--- src/rtl/id_ex_stage.sv ---
// ID->EX pipeline register with load-use bubble insertion and writeback tracking
// for operands held in EX while the pipeline is frozen by a multi-cycle memory access.
module id_ex_stage #(
  parameter int CTRL_W     = 8,
  parameter int LOAD_DELAY = 1
) (
  input  logic              clk,
  input  logic              rst_n,
  input  logic              id_valid,
  input  logic [31:0]       id_pc,
  input  logic [4:0]        id_rs,
  input  logic [4:0]        id_rt,
  input  logic              id_uses_rs,
  input  logic              id_uses_rt,
  input  logic [4:0]        id_dst,
  input  logic              id_reg_wen,
  input  logic              id_mem_read,
  input  logic [31:0]       id_imm,
  input  logic [31:0]       id_rd1,
  input  logic [31:0]       id_rd2,
  input  logic [CTRL_W-1:0] id_ctrl,
  input  logic              wb_wen,
  input  logic [4:0]        wb_addr,
  input  logic [31:0]       wb_data,
  input  logic              flush,
  input  logic              mem_stall,
  output logic              hazard_stall,
  output logic              ex_valid,
  output logic [31:0]       ex_pc,
  output logic [4:0]        ex_rs,
  output logic [4:0]        ex_rt,
  output logic [4:0]        ex_dst,
  output logic [31:0]       ex_imm,
  output logic [CTRL_W-1:0] ex_ctrl,
  output logic              ex_reg_wen,
  output logic              ex_mem_read,
  output logic [31:0]       ex_a,
  output logic [31:0]       ex_b,
  output logic              dbg_state,
  output logic [1:0]        dbg_cnt
);

  if (LOAD_DELAY < 1 || LOAD_DELAY > 3) begin : g_bad_load_delay
    $error("id_ex_stage: LOAD_DELAY must be in 1..3");
  end

  localparam logic [1:0] INIT_CNT = 2'(LOAD_DELAY - 1);

  typedef enum logic {IDLE = 1'b0, BUBBLE = 1'b1} state_t;

  state_t     state;
  logic [1:0] cnt;
  logic       hazard;
  logic       issue;
  logic       wb_hit;

  assign hazard = id_valid & ex_valid & ex_mem_read & ex_reg_wen & (ex_dst != 5'd0) &
                  ((id_uses_rs & (id_rs == ex_dst)) | (id_uses_rt & (id_rt == ex_dst)));

  assign hazard_stall = !flush & id_valid & (hazard | (cnt != 2'd0));

  // A real capture happens only when nothing above it in priority claims the edge.
  assign issue  = !flush && (state == IDLE) && !hazard;
  assign wb_hit = ex_valid & wb_wen & (wb_addr != 5'd0);

  assign dbg_state = (state == BUBBLE);
  assign dbg_cnt   = cnt;

  always_ff @(posedge clk or negedge rst_n) begin
    if (!rst_n) begin
      state       <= IDLE;
      cnt         <= 2'd0;
      ex_valid    <= 1'b0;
      ex_pc       <= '0;
      ex_rs       <= '0;
      ex_rt       <= '0;
      ex_dst      <= '0;
      ex_imm      <= '0;
      ex_ctrl     <= '0;
      ex_reg_wen  <= 1'b0;
      ex_mem_read <= 1'b0;
      ex_a        <= '0;
      ex_b        <= '0;
    end else if (mem_stall) begin
      // Frozen EX still observes writebacks so its operands never go stale.
      if (wb_hit && (wb_addr == ex_rs)) ex_a <= wb_data;
      if (wb_hit && (wb_addr == ex_rt)) ex_b <= wb_data;
    end else begin
      if (flush) begin
        state <= IDLE;
        cnt   <= 2'd0;
      end else if (state == IDLE && hazard) begin
        state <= (INIT_CNT != 2'd0) ? BUBBLE : IDLE;
        cnt   <= INIT_CNT;
      end else if (state == BUBBLE) begin
        state <= (cnt == 2'd1) ? IDLE : BUBBLE;
        cnt   <= cnt - 2'd1;
      end
      // Bubbles and invalid captures load all-zero fields so they cannot alias a load.
      if (issue && id_valid) begin
        ex_valid    <= 1'b1;
        ex_pc       <= id_pc;
        ex_rs       <= id_rs;
        ex_rt       <= id_rt;
        ex_dst      <= id_dst;
        ex_imm      <= id_imm;
        ex_ctrl     <= id_ctrl;
        ex_reg_wen  <= id_reg_wen;
        ex_mem_read <= id_mem_read;
        ex_a        <= id_rd1;
        ex_b        <= id_rd2;
      end else begin
        ex_valid    <= 1'b0;
        ex_pc       <= '0;
        ex_rs       <= '0;
        ex_rt       <= '0;
        ex_dst      <= '0;
        ex_imm      <= '0;
        ex_ctrl     <= '0;
        ex_reg_wen  <= 1'b0;
        ex_mem_read <= 1'b0;
        ex_a        <= '0;
        ex_b        <= '0;
      end
    end
  end

endmodule

--- config.mk ---
export PLATFORM = sky130hd
export DESIGN_NAME = id_ex_stage
export DESIGN_NICKNAME = d
export VERILOG_FILES = /design/src/rtl/id_ex_stage.sv
export SDC_FILE = /design/constraint.sdc
export NUM_CORES = 1
export LEC_CHECK = 0
export ABC_AREA = 1
export CAP_MARGIN = 10
export CORE_AREA = 2 2 139 141
export DETAILED_ROUTE_END_ITERATION = 10
export DIE_AREA = 0 0 141 143
export PLACE_DENSITY = 0.77
export SETUP_SLACK_MARGIN = 0.15
export SLEW_MARGIN = 10
export SYNTH_ARGS = -nofsm -noshare
export SYNTH_HDL_FRONTEND = slang
export SYNTH_SLANG_ARGS = --single-unit
--- constraint.sdc ---
create_clock -name clk -period 2.2 [get_ports clk]
set_input_delay 0.44 -clock clk [delete_from_list [all_inputs] [get_ports clk]]
set_output_delay 0.44 -clock clk [all_outputs]
set_load 0.02 [all_outputs]
### After elaboration in Yosys (flattened, before gate mapping)

Index checks and enable logic that the tools add are counted.

* order comparisons: 0
* shifts and indexed selects: 0
* muxes and demuxes: 22
* bitwise logic cells: 15
* $add $sub $neg: 1
* $mul: 0
* divide/modulo/power cells: 0
* reductions and logical operators: 13
* equal/unequal tests: 7

Operators by type and width (number)
* $mux 32: 8
* $eq 5x5->1: 4
* $mux 5: 3
* $and 1x1->1: 11
* $reduce_bool 5->1: 2
* $mux 8: 1
* $mux 1: 7
* $logic_and 1x1->1: 6
* $mux 2: 3
* $ne 2x1->1 const B: 2
* $reduce_bool 3->1: 1
* $eq 2x1->1 const B: 1
* $logic_not 1->1: 2
* $not 1->1: 2
* $or 1x1->1: 2
* $reduce_and 2->1: 1
* $reduce_bool 2->1: 1
* $sub 2x1->2 const B: 1

* output and inout port bits: 158
* flip-flop bits (word level): 157
* input port bits: 198
* logic and storage cells: 71
* bits in read-only memories: 0
* memories: 0
* latch bits: 0
* RAM bits: 0

### Depth between registers and ports, before layout

Gate-level depths: netlist (run 1).

* depth after elaboration: 10
* depth in mapped cells: 12
* depth with buffers taken out: 11

### Worst setup path after synthesis (run 1)

Ideal clock, no wire load.

* path type: register to output
* start point: register ex_dst[1]
* end point: output hazard_stall
* data required time: 1.760 ns
* arrival: 1.639 ns
* slack: 0.121 ns
* stages on the path, launching flop included: 10
* path through: dfrtp_1 > inv_2 > nand2_1 > nand2_1 > nor2_1 > nand3_1 > nand2_2 > nand2_4 > buf_6 > a211oi_1

* cells in the longest elaborated chain, start to end: 6
* elaborated cells between the ends (all ways): 10

Ends and longest elaborated chain
* start, declared: line 32 `output logic [4:0] ex_dst,`
* start signal, assigned: line 105 `ex_dst <= id_dst;`
* $eq 5x5->1: line 58 `((id_uses_rs & (id_rs == ex_dst)) | (id_uses_rt & (id_rt == ex_dst)));`
* $and 1x1->1: line 58
* $or 1x1->1: line 58
* $and 1x1->1 *: line 57 `assign hazard = id_valid & ex_valid & ex_mem_read & ex_reg_wen & (ex_dst != 5'd0) &`
* $or 1x1->1 *: line 60 `assign hazard_stall = !flush & id_valid & (hazard | (cnt != 2'd0));`
* $and 1x1->1 *: line 60
* end, declared: line 27 `output logic hazard_stall,`

Every way passes the cells marked *; elsewhere a longest branch is shown, timed or not.

### Worst setup path after layout (run 1)

* start point: input id_rt[1]
* end point: output hazard_stall

* cells in the longest elaborated chain, start to end: 6

Ends and longest elaborated chain
* start, declared: line 12 `input logic [4:0] id_rt,`
* $eq 5x5->1: line 58
* $and 1x1->1: line 58
* $or 1x1->1: line 58
* $and 1x1->1: line 57
* $or 1x1->1: line 60
* $and 1x1->1: line 60

No other way between the ends.

==> metrics.yaml, run 1 <==
clkTransAtPathRegs_ps: 60
slowest_delay_ps: 490
fmax_mhz: 446
power_frac_clock_pct: 39.6
crit_path_start_kind: "primary input"
cp_top_family: "buffers and inverters"
crit_start: "id_rt[1]"
antenna_found_initial: 0
synth_area_leaders: "dfrtp_1 (55%), o21ai_0 (9.4%), nand2_1 (6.5%), nand4_1 (5.9%), inv_1 (5.1%)"
nets: 1383
worstPathRequired_ps: 1760
vias: 7301
cp_common_cell: "nand2_1"
yosysTopAreaCell: "dfrtp_1"
clk_latency_ps: 430
worstPathArrival_ps: 1800
status: "complete, but fails checks"
worstSetupPathType: "primary input to output pin"
dr.pass1.iters: 5
yosysUniqueCellTypes: 29
area_growth_pct: 63.7
r2r_start: "ex_dst[4]"
num_antenna_cells: 0
syn_area_per_cell_sq_um: 8.56
wl_per_cell_um: 17.6
hold_viol_final: 0
gp_congestion: 0.862
path_cells: "clkdlybuf4s50_1, inv_1, nand2_1, nand2_1, nor2_1, nand3_1, nand2_2, nand2_4, a211oi_2, buf_4"
synth_top_area_share_pct: 55.0
rows: 50
p_switching_mw: 2.19
hold_class: "primary input to flop"
yosys_warnings: 0
sw_frac_of_total_pct: 27.7
p_seq_share_pct: 40.5
most-common-layout-cells: "clkdlybuf4s50_1 (345), dfrtp_1 (156), o21ai_0 (134)"
clock_path_buffers: 2
cts-root-buf: "clkbuf_16"
min_period_over_period_pct: 102
drv_slew: 0
final_common_cell: "clkdlybuf4s50_1"
yosysSeqAreaShare_pct: 55.0
p_int_mw: 5.70
cts_tree: "built"
fillCellCount: 1554
dpl.hpwl_mm: 17.9
syn-cell-area_sq_mm: 0.00715
finalSetupViolations: 1
core_sq_mm: 0.0186
yosys_register_bits: 157
drv_cap: 0
regArea_sq_mm: 0.00393
grt_pass1_wl_mm: 39.2
die_w_um: 141
track_usage_pct: 24.7
place_area_sq_mm: 0.0111
cts_max_level: 4
finalCriticalPeriod_ps: 2240
final_core_util_pct: 63.0
critPathSlowestCell: "clkdlybuf4s50_1"
violations: "setup timing"
cp.buffers_inverters: 3
multi_input_area_sq_mm: 0.00252
vdd_drop_max_v: 0.000513
fin_skew_ps: 10.2
min-delay-start: "id_rt[0]"
viasPerCell: 5.11
drive_above_1_share_pct: 6.94
grt_pass1_vias: 7245
pwr_density_cell_mw_per_mm2: 674
io_buffers: 355
slew_headroom_pct: 65.2
p_leak_nw: 5.28
die_h_um: 143
die_area_sq_mm: 0.0202
rsz0062_at_grt: "yes"
combPwrFrac_pct: 19.9
start_util_pct: 38.5
tightest_slew_ps: 522
preCtsSetupSlack_ps: -559
ios: 356
endpoint_kind: "output pin"
cts_sinks: 157
setup_slack_ps: -41.5
cp_max_fo: 2
synth_nets: 1035
grt_max_degree: 102
drc: 0
syn_inst: 835
wl_mm: 25.1
grt.overflow.total: 0
cts_made_buffers: 17
final_area_sq_mm: 0.0117
antenna_left: 0
drtIter0Drc: 436
## flip-flops by register name, summed over array words and instances (netlist names)
register and count:
ex_dst 5, ex_pc 32, dbg_state 1, ex_valid 1, ex_rt 5, ex_rs 5, ex_imm 32, ex_a 32
ex_ctrl 8, ex_reg_wen 1, dbg_cnt 2, ex_mem_read 1, ex_b 32
## kinds of logic after synthesis
group | after synthesis | share of synthesized area [%]
XOR/XNOR | 8 | 0.980
adder cells (fa/ha/maj) | 2 | 0.350
flip-flops | 157 | 55.0
AND/OR/NAND/NOR | 286 | 18.2
AO/OA/AOI/OAI | 219 | 15.5
buffers and inverters | 163 | 10.0
## timing repair
item                       CTS  global route
gates resized for setup     10             6
pin swaps                    1             2
buffers inserted             0             0
hold endpoints to repair    40             0
hold buffers                 1             0
setup endpoints to repair   92            92
## worst paths after layout
check | to | slack, ps | cells past startpoint
worst max-delay path | hazard_stall | -40 | 10
worst min-delay path | ex_rt[0] | 350 | 3
worst max register to register | ex_pc[24] | 20 | 11
worst min register to register | ex_ctrl[4] | 480 | 2
max in group asynchronous | ex_dst[1] | 1030 | 3
min in group asynchronous | ex_a[27] | 510 | 2
## cell usage after synthesis, drive strengths merged
cell / number
dfrtp: 157
o21ai: 146
nand2: 128
inv: 103
nor2: 80
nand4: 67
a21oi: 64
buf: 40
clkbuf: 19
nand3: 8
o22ai: 7
xor2: 6
ha: 2
nor3: 2
xnor2: 2
a211oi: 1
and3: 1
clkinv: 1
o21a: 1
## final cells by class
class | instances | area share (%)
flip-flops and latches | 157 | 33.6
clock inverters | 14 | 1.55
inverters | 104 | 3.34
clock buffers | 18 | 3.67
well taps | 234 | 2.50
repair buffers | 388 | 33.8
multi-input cells | 515 | 21.5
## through the flow
stage | hold slack [ps] | TNS, ps | std cells | power [mW]
final | 354 | -41.5 | 1430 | 7.88
after global placement | 404 | -42580 | 1397 | 4.79
after floorplan | 144 | 0 | 835 | 3.82
after detailed placement | 409 | -51080 | 1397 | 4.81
after global routing | 377 | -895 | 1430 | 8.21
after CTS | 440 | -37.6 | 1430 | 7.94
## tightest hold or removal path, stage by stage
cell and delay (ps):
dlymetal6s2s_1 140, inv_1 70, o21ai_0 80
## metal layers
layer  global-route usage (%)  share of wire (%)
met3                     7.34                9.5
met2                     41.6                 49
met4                     8.89                2.3
met1                     30.4                 39
met5                        0                  0
## power groups by stage
stage	clock network (mW)	registers [mW]	logic, mW
after floorplan	0	3.46	0.360
after global placement	0	3.24	1.56
after detailed placement	0	3.24	1.57
after CTS	3.17	3.19	1.58
after global routing	3.31	3.21	1.68
final	3.13	3.19	1.57
Note: power is estimated with default switching activity, not from simulation.
==> inputs of run 2 (changes only) <==
--- a/config.mk
+++ b/config.mk
@@ -9,4 +9,5 @@
 export CAP_MARGIN = 10
 export CORE_AREA = 2 2 139 141
+export CTS_CLUSTER_SIZE = 20
 export DETAILED_ROUTE_END_ITERATION = 10
 export DIE_AREA = 0 0 141 143
==> constraint.sdc (replaced) <==
create_clock -name clk -period 2.2 [get_ports clk]
set_input_delay 0.44 -clock clk [delete_from_list [all_inputs] [get_ports clk]]
set_output_delay 0.44 -clock clk [all_outputs]
set_load 0.005 [all_outputs]
==> metrics.yaml, run 2 (synthesized netlist as in run 1, its figures left out) <==
wl_mm: 25.4
drive_above_1_share_pct: 7.10
worstReg2RegEnd: "ex_pc[0]"
vias: 7387
drv_cap: 0
track_usage_pct: 25.1
dpl.hpwl_mm: 18.2
worstPathArrival_ps: 1690
worstPathRequired_ps: 1760
core_sq_mm: 0.0186
min-delay-start: "id_rt[3]"
path_cells: "inv_2, nand2_1, nand2_1, nor2_1, nand3_1, nand2_2, nand2_4, a211oi_2, buf_2"
cts_made_buffers: 17
cp_top_family: "simple AND/OR/NAND/NOR gates"
ios: 356
final_common_cell: "clkdlybuf4s50_1"
drc: 0
die_area_sq_mm: 0.0202
cts-root-buf: "clkbuf_16"
min_path_cells: 3
grt_pass1_vias: 7512
slew_headroom_pct: 72.7
cts_sinks: 157
slowest_delay_ps: 420
rsz0062_at_grt: "yes"
status: "finished, final reports clean"
final_core_util_pct: 63.2
most-common-layout-cells: "clkdlybuf4s50_1 (345), dfrtp_1 (156), o21ai_0 (134)"
hold_viol_final: 0
critPathSlowestCell: "dfrtp_1"
finalCriticalPeriod_ps: 2130
io_buffers: 355
drv_slew: 0
cp_max_fo: 4
fin_skew_ps: 15.8
start_util_pct: 38.5
p_leak_nw: 5.28
r2r_start: "ex_dst[2]"
viasPerCell: 5.16
r2r_slack_ps: 240
cts_max_level: 4
vdd_drop_max_v: 0.000528
grt_max_degree: 65
clkTransAtPathRegs_ps: 60
clock_path_buffers: 2
pwr_density_cell_mw_per_mm2: 654
hold_class: "primary input to flop"
reg2regPathDepth: 11
min_period_over_period_pct: 96.7
grt.overflow.total: 0
worstSetupPathType: "flop to output pin"
cp.buffers_inverters: 2
rows: 50
cp.depth: 9
cp-endpoint: "hazard_stall"
wl_per_cell_um: 17.8
grt_pass1_wl_mm: 39.5
die_w_um: 141
antenna_left: 0
tns_ps: 0
dr.pass1.iters: 5
die_h_um: 143
drtIter0Drc: 352
crit_start: "ex_dst[3]"
nets: 1385
fillCellCount: 1549
finalSetupViolations: 0
cts_tree: "built"
tightest_slew_ps: 409
cp_common_cell: "nand2_1"
clk_latency_ps: 430
area_growth_pct: 64.4
endpoint_kind: "output pin"
fmax_mhz: 470
gp_congestion: 0.900
antenna_found_initial: 1
crit_path_start_kind: "flop"
## run 2: cell types whose count changed in the layout (fill, tap and decap cells not counted), sizes merged
cell	delta
dlygate4sd2	+1
diode	+1
buf	+2
inv	-4
clkbuf	+2
clkinvlp	+3
dlymetal6s2s	-1
clkinv	-2
## run 2: cell type report
type | count | area, sq um | share of cell area, %
inverters | 104 | 390 | 3.32
repair buffers | 390 | 4000 | 34.0
clock inverters | 11 | 156 | 1.33
flip-flops and latches | 157 | 3930 | 33.4
well taps | 234 | 293 | 2.49
diodes | 1 | 2.50 | 0.0213
clock buffers | 20 | 467 | 3.97
multi-input cells | 515 | 2520 | 21.4
## run 2: worst register-to-register path, stage by stage, from the launching register on
cell	delay [ps]
dfrtp_1	420
inv_2	120
nand2_1	60
nand2_1	60
nor2_1	40
nand3_1	90
nand2_2	70
nand2_4	60
clkbuf_8	330
nand3_4	190
buf_12	210
o21ai_0	210
## run 2: layer usage
metal  vias to the layer above  GRT usage (%)  wire length [um]
li1                       3451              -                 -
met1                      3495           29.8              9730
met2                       382           42.1             12200
met3                        59           8.82              2700
met4                         0           10.1               814
met5                         -              0                 0
## run 2: metrics by stage
stage | setup slack [ps] | cell area, sq um | std cells | total power [mW] | hold slack, ps
floorplan | 520 | 7150 | 835 | 3.61 | 144
global placement | -401 | 11100 | 1396 | 4.58 | 384
detailed placement | -425 | 11100 | 1396 | 4.60 | 388
CTS | 43.6 | 11700 | 1430 | 7.75 | 371
global route | -38.9 | 11800 | 1432 | 8.01 | 387
finish | 73.0 | 11800 | 1432 | 7.69 | 366
## run 2: worst min path at each step
| stage | to | slack, ps |
|---|---|---|
| 2_1_floorplan | dbg_cnt[0] | 140 |
| 3_3_place_gp | ex_b[0] | 380 |
| 3_5_place_dp | ex_b[0] | 390 |
| 4_1_cts | ex_valid | 370 |
| 5_1_grt | ex_rt[3] | 390 |
| 6_report | ex_rt[3] | 370 |
## run 2: power breakdown
| part | switching [mW] | internal, mW | total, mW |
|---|---|---|---|
| Clock | 1.26 | 1.89 | 3.15 |
| Combinational | 0.543 | 0.809 | 1.35 |
| Sequential | 0.119 | 3.07 | 3.19 |
| Total | 1.92 | 5.77 | 7.69 |
## run 2: repair_timing
action,in CTS,in global routing
pin swaps,3,3
setup endpoints to repair,72,113
hold buffers,1,0
hold endpoints to repair,31,0
setup buffers,2,1
resized for setup,12,5
